[src/rtl/acc_finish_arbiter.sv]
// acc_finish_arbiter: packet-atomic round-robin merge of accelerator
// finish streams into one TID-tagged stream behind an output register.
//
// Ports:
//   clk, rstn          clock, async active-low reset
//   acc_T*             per-accelerator AXI-Stream inputs (64-bit slices)
//   outStream_T*       merged stream, TID = source accelerator index
//   busy               grant held or output register full
//   pkt_count          packets whose TLAST beat left on outStream
module acc_finish_arbiter #(
  parameter int MAX_ACCS = 16,
  parameter int ACC_BITS = $clog2(MAX_ACCS)
) (
  input  logic                     clk,
  input  logic                     rstn,
  input  logic [64*MAX_ACCS-1:0]   acc_TDATA,
  input  logic [MAX_ACCS-1:0]      acc_TVALID,
  input  logic [MAX_ACCS-1:0]      acc_TLAST,
  output logic [MAX_ACCS-1:0]      acc_TREADY,
  output logic [63:0]              outStream_TDATA,
  output logic                     outStream_TVALID,
  input  logic                     outStream_TREADY,
  output logic [ACC_BITS-1:0]      outStream_TID,
  output logic                     outStream_TLAST,
  output logic                     busy,
  output logic [31:0]              pkt_count
);

  typedef enum logic {
    IDLE,
    FWD
  } state_t;

  state_t              state;
  logic [ACC_BITS-1:0] grant;
  logic [ACC_BITS-1:0] rr_ptr;
  logic [ACC_BITS-1:0] sel;
  logic                found;

  logic [63:0]         out_data;
  logic [ACC_BITS-1:0] out_tid;
  logic                out_last;
  logic                out_valid;
  logic [31:0]         pkt_q;

  logic                slot_free;
  logic                in_hs;
  logic                out_hs;
  logic [63:0]         in_data;
  logic                in_last;

  // Rotating priority: first requester after the last one served.
  always_comb begin
    sel   = '0;
    found = 1'b0;
    for (int k = 1; k <= MAX_ACCS; k++) begin
      if (!found && acc_TVALID[(int'(rr_ptr) + k) % MAX_ACCS]) begin
        sel   = ACC_BITS'((int'(rr_ptr) + k) % MAX_ACCS);
        found = 1'b1;
      end
    end
  end

  // Register accepts a new beat when empty or draining this cycle.
  assign slot_free = !out_valid || outStream_TREADY;
  assign out_hs    = out_valid && outStream_TREADY;
  assign in_data   = acc_TDATA[64*int'(grant) +: 64];
  assign in_last   = acc_TLAST[grant];
  assign in_hs     = (state == FWD) && acc_TVALID[grant] && slot_free;

  always_comb begin
    acc_TREADY = '0;
    if (state == FWD) begin
      acc_TREADY[grant] = slot_free;
    end
  end

  always_ff @(posedge clk or negedge rstn) begin
    if (!rstn) begin
      state     <= IDLE;
      rr_ptr    <= ACC_BITS'(MAX_ACCS - 1);
      grant     <= '0;
      out_data  <= '0;
      out_tid   <= '0;
      out_last  <= 1'b0;
      out_valid <= 1'b0;
      pkt_q     <= '0;
    end else begin
      if (out_hs && out_last) begin
        pkt_q <= pkt_q + 32'd1;
      end
      unique case (state)
        IDLE: begin
          if (out_hs) begin
            out_valid <= 1'b0;
          end
          if (found) begin
            grant  <= sel;
            rr_ptr <= sel;
            state  <= FWD;
          end
        end
        FWD: begin
          if (in_hs) begin
            out_data  <= in_data;
            out_last  <= in_last;
            out_tid   <= grant;
            out_valid <= 1'b1;
            if (in_last) begin
              state <= IDLE;
            end
          end else if (out_hs) begin
            out_valid <= 1'b0;
          end
        end
        default: state <= IDLE;
      endcase
    end
  end

  assign outStream_TDATA  = out_data;
  assign outStream_TVALID = out_valid;
  assign outStream_TID    = out_tid;
  assign outStream_TLAST  = out_last;
  assign busy             = (state == FWD) || out_valid;
  assign pkt_count        = pkt_q;

endmodule

[config.mk]
export PLATFORM = sky130hd
export DESIGN_NAME = acc_finish_arbiter
export DESIGN_NICKNAME = d
export VERILOG_FILES = /design/src/rtl/acc_finish_arbiter.sv
export SDC_FILE = /design/constraint.sdc
export NUM_CORES = 1
export LEC_CHECK = 0
export CAP_MARGIN = 25
export CORE_AREA = 5 5 450 452
export CTS_CLUSTER_DIAMETER = 30
export DETAILED_ROUTE_END_ITERATION = 10
export DIE_AREA = 0 0 455 457
export PLACE_DENSITY = 0.3
export SLEW_MARGIN = 20
export SYNTH_ARGS = -nofsm -noshare
export SYNTH_HDL_FRONTEND = slang
export SYNTH_SLANG_ARGS = --single-unit
[constraint.sdc]
create_clock -name clk -period 5.75 [get_ports clk]
set_clock_uncertainty 0.05 [all_clocks]
set_input_delay 0.575 -clock clk [delete_from_list [all_inputs] [get_ports clk]]
set_output_delay 0.575 -clock clk [all_outputs]
set_load 0.01 [all_outputs]
; ---- Word level (Yosys, flattened, before mapping)
; Index checks and enable logic that the tools add are counted.
[word_totals]
regBits = 111
input_bits = 1059
out_inout_bits = 119
elab_cells = 212
[op_classes]
n_addsub = 17
magnitude_cmp = 18
n_shift = 1
muxes = 94
n_bitwise = 18
reduce_logical = 56
[op_table]
columns = op, n
row1 = 1024-bit by 11-bit variable part select with 64-bit output, 1
row2 = 5-bit by 6-bit less-than comparator with 1-bit output (second input constant), 16
row3 = 1-bit binary-select mux with 4-bit select, 18
row4 = 4-bit 2-to-1 mux, 16
row5 = 4-bit OR reduction, 16
row6 = 1-bit 2-to-1 mux, 56
row7 = 32-bit by 1-bit adder with 32-bit output (second input constant), 1
row8 = 4-bit adder (second input constant), 8
row9 = 1-bit logical AND, 20
row10 = 4-bit by 3-bit adder with 4-bit output (second input constant), 4
row11 = 1-bit AND (first input constant), 16
row12 = 16-bit AND, 1
row13 = 1-bit logical NOT, 16
row14 = 16-bit 2-to-1 mux, 1
row15 = 4-bit by 1-bit adder with 4-bit output (second input constant), 2
row16 = 4-bit by 2-bit adder with 4-bit output (second input constant), 2
row17 = 4-bit by 5-bit less-than comparator with 1-bit output (second input constant), 1
row18 = 1-bit demux with 4-bit select, 1
row19 = 4-bit by 1-bit greater-or-equal comparator with 1-bit output (second input constant), 1
row20 = 1-bit case mux with 2 select lines, 2
row21 = 2-bit AND reduction, 2
row22 = 1-bit logical OR, 2
row23 = 1-bit NOT, 1

; ---- Depth between registers and ports, before layout
[depth]
word_depth = 54
depth_mapped = 15
depth_no_buf = 11

; ---- Worst setup path after synthesis
; No wires, ideal clock.
[synth_timing]
path_kind = register to register
from = register rr_ptr[1]
to = register grant[0]
setup_ps = 118
t_arrival_ps = 4522
required_time_ps = 5582
setup_slack_ps = 1060
stages_incl_launch_ff = 16
path_buffers = 4
synth_period_minus_slack_ps = 4690
cell_sequence = dfstp_2 buf_2 clkbuf_1 inv_1 ha_1 buf_6 clkbuf_1 mux4_2 mux2i_1 mux2i_1 or4_4 nor4_4 and4bb_4 a21o_4 nor3_2 a21o_1
[synth_via]
elab_chain_cells = 51
elab_cells_between_ends = 127
cone_classes = 16 x add/sub / 80 x mux / 31 x reduce/logical
[synth_rtl]
columns = element, line
row1 = start: declaration, 36  ; logic [ACC_BITS-1:0] rr_ptr;
row2 = start signal: assignment, 81  ; rr_ptr <= ACC_BITS'(MAX_ACCS - 1);
row3 = start signal: assignment, 99  ; rr_ptr <= sel;
row4 = 4-bit by 1-bit adder with 4-bit output, 57  ; if (!found && acc_TVALID[(int'(rr_ptr) + k) % MAX_ACCS]) begin
row5 = 1-bit binary-select mux with 4-bit select, 57
row6 = 1-bit 2-to-1 mux (implied by the code) (2 in a row), 57
row7 = 1-bit 2-to-1 mux, 57
row8 = 1-bit logical NOT, 57
row9 = 1-bit logical AND, 57
row10 = 1-bit 2-to-1 mux, 57
row11 = 1-bit logical NOT, 57
row12 = [... 34 more ...], -
row13 = 1-bit 2-to-1 mux, 57
row14 = 1-bit logical NOT, 57
row15 = 1-bit logical AND, 57
row16 = 1-bit 2-to-1 mux, 57
row17 = 1-bit logical NOT, 57
row18 = 1-bit logical AND, 57
row19 = 1-bit 2-to-1 mux, 57
row20 = 2-bit AND reduction (no source line), -
row21 = end signal: assignment, 98  ; grant <= sel;
row22 = end: declaration, 35  ; logic [ACC_BITS-1:0] grant;
; Parallel ways exist; a longest one is shown, timed or not. The select of a mux whose other input is x is not followed.
; A chain may end at the register's enable or synchronous reset.

; ---- Final worst setup path
[layout_timing]
from = register rr_ptr[1]
to = register rr_ptr[1]
[layout_via]
elab_chain_cells = 51
elab_cells_between_ends = 127
cone_classes = 16 x add/sub / 80 x mux / 31 x reduce/logical
[layout_rtl]
columns = element, line
row1 = 4-bit by 1-bit adder with 4-bit output, "57, 58"
row2 = 1-bit binary-select mux with 4-bit select, 57
row3 = 1-bit 2-to-1 mux (implied by the code) (2 in a row), 57
row4 = 1-bit 2-to-1 mux, 57
row5 = 1-bit logical NOT, 57
row6 = 1-bit logical AND, 57
row7 = 1-bit 2-to-1 mux, 57
row8 = 1-bit logical NOT, 57
row9 = [... 34 more ...], -
row10 = 1-bit 2-to-1 mux, 57
row11 = 1-bit logical NOT, 57
row12 = 1-bit logical AND, 57
row13 = 1-bit 2-to-1 mux, 57
row14 = 1-bit logical NOT, 57
row15 = 1-bit logical AND, 57
row16 = 1-bit 2-to-1 mux, 57
row17 = 2-bit AND reduction (no source line), -
; Parallel ways exist; a longest one is shown, timed or not. The select of a mux whose other input is x is not followed.

==> results.txt <==
The flow ran to the end, and the final reports show no timing, DRC or antenna violations. In this run the power density over the cells is 444.8 nW/um^2. Of the available clock period, the critical path in the final layout requires 79.42%. The floorplan has 164 rows. The iteration count of the initial detailed-routing pass is 4. The slowest stage of the critical path belongs to the cell sky130_fd_sc_hd__ha_1. The worst register-to-register path has a depth of 11.

Across the VDD grid, the largest voltage drop is 242.5 uV. For this design, the sink count on the clock tree is 111. Counting I/O delays and the setup requirement, the final critical path takes 4.567 ns.

After synthesis the netlist holds a flip-flop and latch count of 111. Data on the critical path is required at its endpoint by 6.09 ns. The worst setup path is launched from a register. OpenSTA, run right after detailed placement, puts the worst setup slack at 1.193 ns.

Entering global routing, the biggest net connects 121 pins. The count of routing violations after the opening detailed-route iteration is 1243. The post-route DRC violation count was 0; the net count of the finished layout was 3171. Buffers placed on the I/O ports in this run total 1177. In this run the standard cell core region covers 198400 sq um. In this run the tightest slew margin relative to its limit is 14.34%. The area growth from synthesis to layout came out at 107.2%. Type of the worst setup path: reg -> reg. The count of different cell masters after synthesis is 68, and the critical path data arrival time is 4.91 ns. The I/O pin total was 1178; the number of global-route vias before repair was 17.10k.

For this design, the CTS-stage hold fixing added 0 buffers. The die is 457 um tall. Measured along the x axis, the die boundary spans 455 um. The later pin in the worst-skew pair is clocked with a latency of 0.46 ns. Number of hold-slack violations in the final timing report: 0. Timing would allow up to 219.0 MHz. After synthesis, flip-flops and latches occupy 19.39% of the total area. The critical path crosses 11 cells after its start point.

The logs give 0.8810 for the weighted congestion reported at the end of routability-driven placement and 16.38k for the via count. Total setup buffers inserted after CTS: 0. Die footprint: 207900 sq um. The placed wire-length estimate was 164000 um. Including well taps, the total number of placed cells is 4747. The post-route non-filler standard cell count is 4794.

Setup slack on the critical path of the routed design comes to 1.183 ns. For the max-slew violation total from the final report, the log shows 0. The initial antenna violation count was 206.

The tools report the cell area after technology mapping as 14350 sq um. The total overflow left after global routing is 0. The sum of buffers and inverters on the critical path came out at 1. The post-synthesis area per instance was 14.51 sq um; the largest stage delay on the critical path was 0.72 ns. Setup total negative slack on the finished layout was measured at 0 ns. The ratio of cells with drive above 1 in the final layout is 24.00%, and the post-detailed-route count of antenna-violating nets is 0. The cell sitting at the root of the clock tree is a sky130_fd_sc_hd__clkbuf_16. Max-cap violations in this run came to 0.

Counting every instance in the synthesized netlist gives 989. Setup repair after global routing left no endpoint under its margin. The average routed wire per standard cell works out to 38.33 um.

The initial standard-cell utilization of the core is 7.233%. Gates resized during post-CTS repair numbered 0. The number of warning messages in the yosys log was 0; the number of flops mapped to enable cells by yosys was 0. For the combined global-route utilization of all metal layers, the log shows 17.08%. Among the stages of the critical path, the cell type that occurs most often is sky130_fd_sc_hd__or4_4. The kind of cell with the highest combined delay along the critical path is simple AND/OR/NAND/NOR gates. The longest clock path from root to sink contains 2 buffers. The transition time at the pin with the least slew margin came out at 1.285 ns. The first global-routing pass estimated 222500 um of wire. In the routed layout, each cell is associated on average with a via count of 3.416. The H-tree was split into 3 levels. Setup violations remaining at the end of the flow were counted as 0. The signal on the critical path passes through inv_1 -> ha_1 -> mux2_1 -> mux4_2 -> and2_1 -> or4_4 -> or4_4 -> a2bb2oi_1 -> a32oi_1 -> o221ai_1 -> o21ai_1. STA classifies the critical path endpoint as a register. The leakage power summed over all cells came out at 9.636 nW. The path category of the worst min-delay check was in -> async. The clock-pin slew on the worst setup and hold paths came out at 0.10 ns. TritonCTS built the clock tree. The run gives 9 as the number of buffers inserted during clock tree synthesis. Post-synthesis net count: 2057. The predominant post-synthesis flop cell is sky130_fd_sc_hd__dfrtp_1.

In this run the worst path has a maximum fanout of 13. The run gives 183800 um as the post-detailed-routing wire length. In the synthesized netlist the async set-or-reset flop fraction comes to 100.0%.
==> cell usage after synthesis (9+ instances only) <==
cell / instances / area share, %
sky130_fd_sc_hd__clkbuf_1: 59 / 1.5
sky130_fd_sc_hd__nand3_1: 19 / 0.66
sky130_fd_sc_hd__o21ai_0: 10 / 0.35
sky130_fd_sc_hd__buf_1: 33 / 0.86
sky130_fd_sc_hd__a21oi_1: 12 / 0.42
sky130_fd_sc_hd__dfrtp_1: 107 / 19
sky130_fd_sc_hd__xnor2_1: 34 / 2.1
sky130_fd_sc_hd__mux2i_1: 24 / 1.7
sky130_fd_sc_hd__ha_1: 9 / 0.78
sky130_fd_sc_hd__xor2_1: 9 / 0.55
sky130_fd_sc_hd__mux2_2: 86 / 6.7
sky130_fd_sc_hd__nor2_1: 36 / 0.94
sky130_fd_sc_hd__and3_1: 12 / 0.52
sky130_fd_sc_hd__nand2_1: 43 / 1.1
sky130_fd_sc_hd__mux4_2: 351 / 55
==> path summary, 6_finish.rpt <==
path | slack, ns | start | end
max | 1.18 | rr_ptr[1]$_DFFE_PN1P_ | rr_ptr[1]$_DFFE_PN1P_
min | 0.1 | rstn | outStream_TVALID$_DFF_PN0_
max reg2reg | 1.18 | rr_ptr[1]$_DFFE_PN1P_ | rr_ptr[1]$_DFFE_PN1P_
min reg2reg | 0.45 | pkt_count[19]$_DFFE_PN0P_ | pkt_count[19]$_DFFE_PN0P_
max in group asynchronous | 4.17 | rstn | outStream_TDATA[32]$_DFFE_PN0P_
min in group clk | 0.45 | pkt_count[19]$_DFFE_PN0P_ | pkt_count[19]$_DFFE_PN0P_
==> placed cells by master (no fill, tap or decap), types with 4 or more instances in the layout <==
cell / count
sky130_fd_sc_hd__a211oi_1: 4
sky130_fd_sc_hd__a21o_1: 4
sky130_fd_sc_hd__a21oi_1: 12
sky130_fd_sc_hd__a31oi_1: 6
sky130_fd_sc_hd__and2_1: 6
sky130_fd_sc_hd__and3_1: 12
sky130_fd_sc_hd__buf_12: 5
sky130_fd_sc_hd__buf_4: 20
sky130_fd_sc_hd__clkbuf_16: 9
sky130_fd_sc_hd__clkdlybuf4s50_1: 1176
sky130_fd_sc_hd__dfrtp_1: 103
sky130_fd_sc_hd__dfrtp_4: 4
sky130_fd_sc_hd__dfstp_2: 4
sky130_fd_sc_hd__diode_2: 30
sky130_fd_sc_hd__ha_1: 9
sky130_fd_sc_hd__inv_1: 7
sky130_fd_sc_hd__mux2_2: 86
sky130_fd_sc_hd__mux2i_1: 24
sky130_fd_sc_hd__mux4_2: 351
sky130_fd_sc_hd__nand2_1: 43
sky130_fd_sc_hd__nand2b_1: 4
sky130_fd_sc_hd__nand3_1: 18
sky130_fd_sc_hd__nand3b_1: 4
sky130_fd_sc_hd__nand4_1: 6
sky130_fd_sc_hd__nor2_1: 36
sky130_fd_sc_hd__nor2b_1: 8
sky130_fd_sc_hd__nor3_1: 7
sky130_fd_sc_hd__nor4_1: 4
sky130_fd_sc_hd__o21a_1: 4
sky130_fd_sc_hd__o21ai_0: 10
sky130_fd_sc_hd__o22ai_1: 8
sky130_fd_sc_hd__xnor2_1: 34
sky130_fd_sc_hd__xor2_1: 9
==> logic make-up after synthesis <==
family	after synthesis	share of synthesized area, %
mux	464	63.79
simple gates	167	6.129
flops	111	19.39
buf+inv	109	3.069
compound gates	86	4.220
xor+xnor	43	2.624
fa+ha+maj	9	0.7846
==> power by group <==
group | internal, mW | switching [mW]
combinational | 5.23 | 5.54
clock | 0.363 | 0.451
sequential | 1.12 | 0.527
==> per-layer routing <==
metal / track usage (%) / routed length, um / vias up
met4: 0.9102 / 1855 / 94
met3: 8.853 / 21120 / 313
li1: - / - / 6550
met2: 30.83 / 93650 / 919
met5: 0 / 650 / -
met1: 18.57 / 66500 / 8501
==> stage by stage <==
stage          total power [mW]  util [%]  hold WS, ns  cell area, sq um
2_1_floorplan             7.629         -       0.2294             14350
4_1_cts                   13.66     14.95       0.1080             29660
3_5_place_dp              12.74     14.78       0.4275             29330
6_report                  13.23     14.99      0.09735             29740
3_3_place_gp              12.82     14.78       0.4217             29330
5_1_grt                   14.11     14.95       0.1057             29670
==> sequential cells by signal, indices dropped and copies added, names as in the netlist <==
signal,flops
outStream_TVALID,1
outStream_TDATA,64
state,1
outStream_TLAST,1
pkt_count,32
outStream_TID,4
grant,4
rr_ptr,4
==> final cells by class <==
class,count,area (sq um)
antenna,30,75.07
clock buffer,10,239.0
clock inverter,6,86.33
fill,22230,168700
inverter,9,33.78
multi-input combinational,769,11140
sequential,111,2798
tap,2656,3323
timing repair buffer,1203,12040
Power figures use the tool's default switching activity.
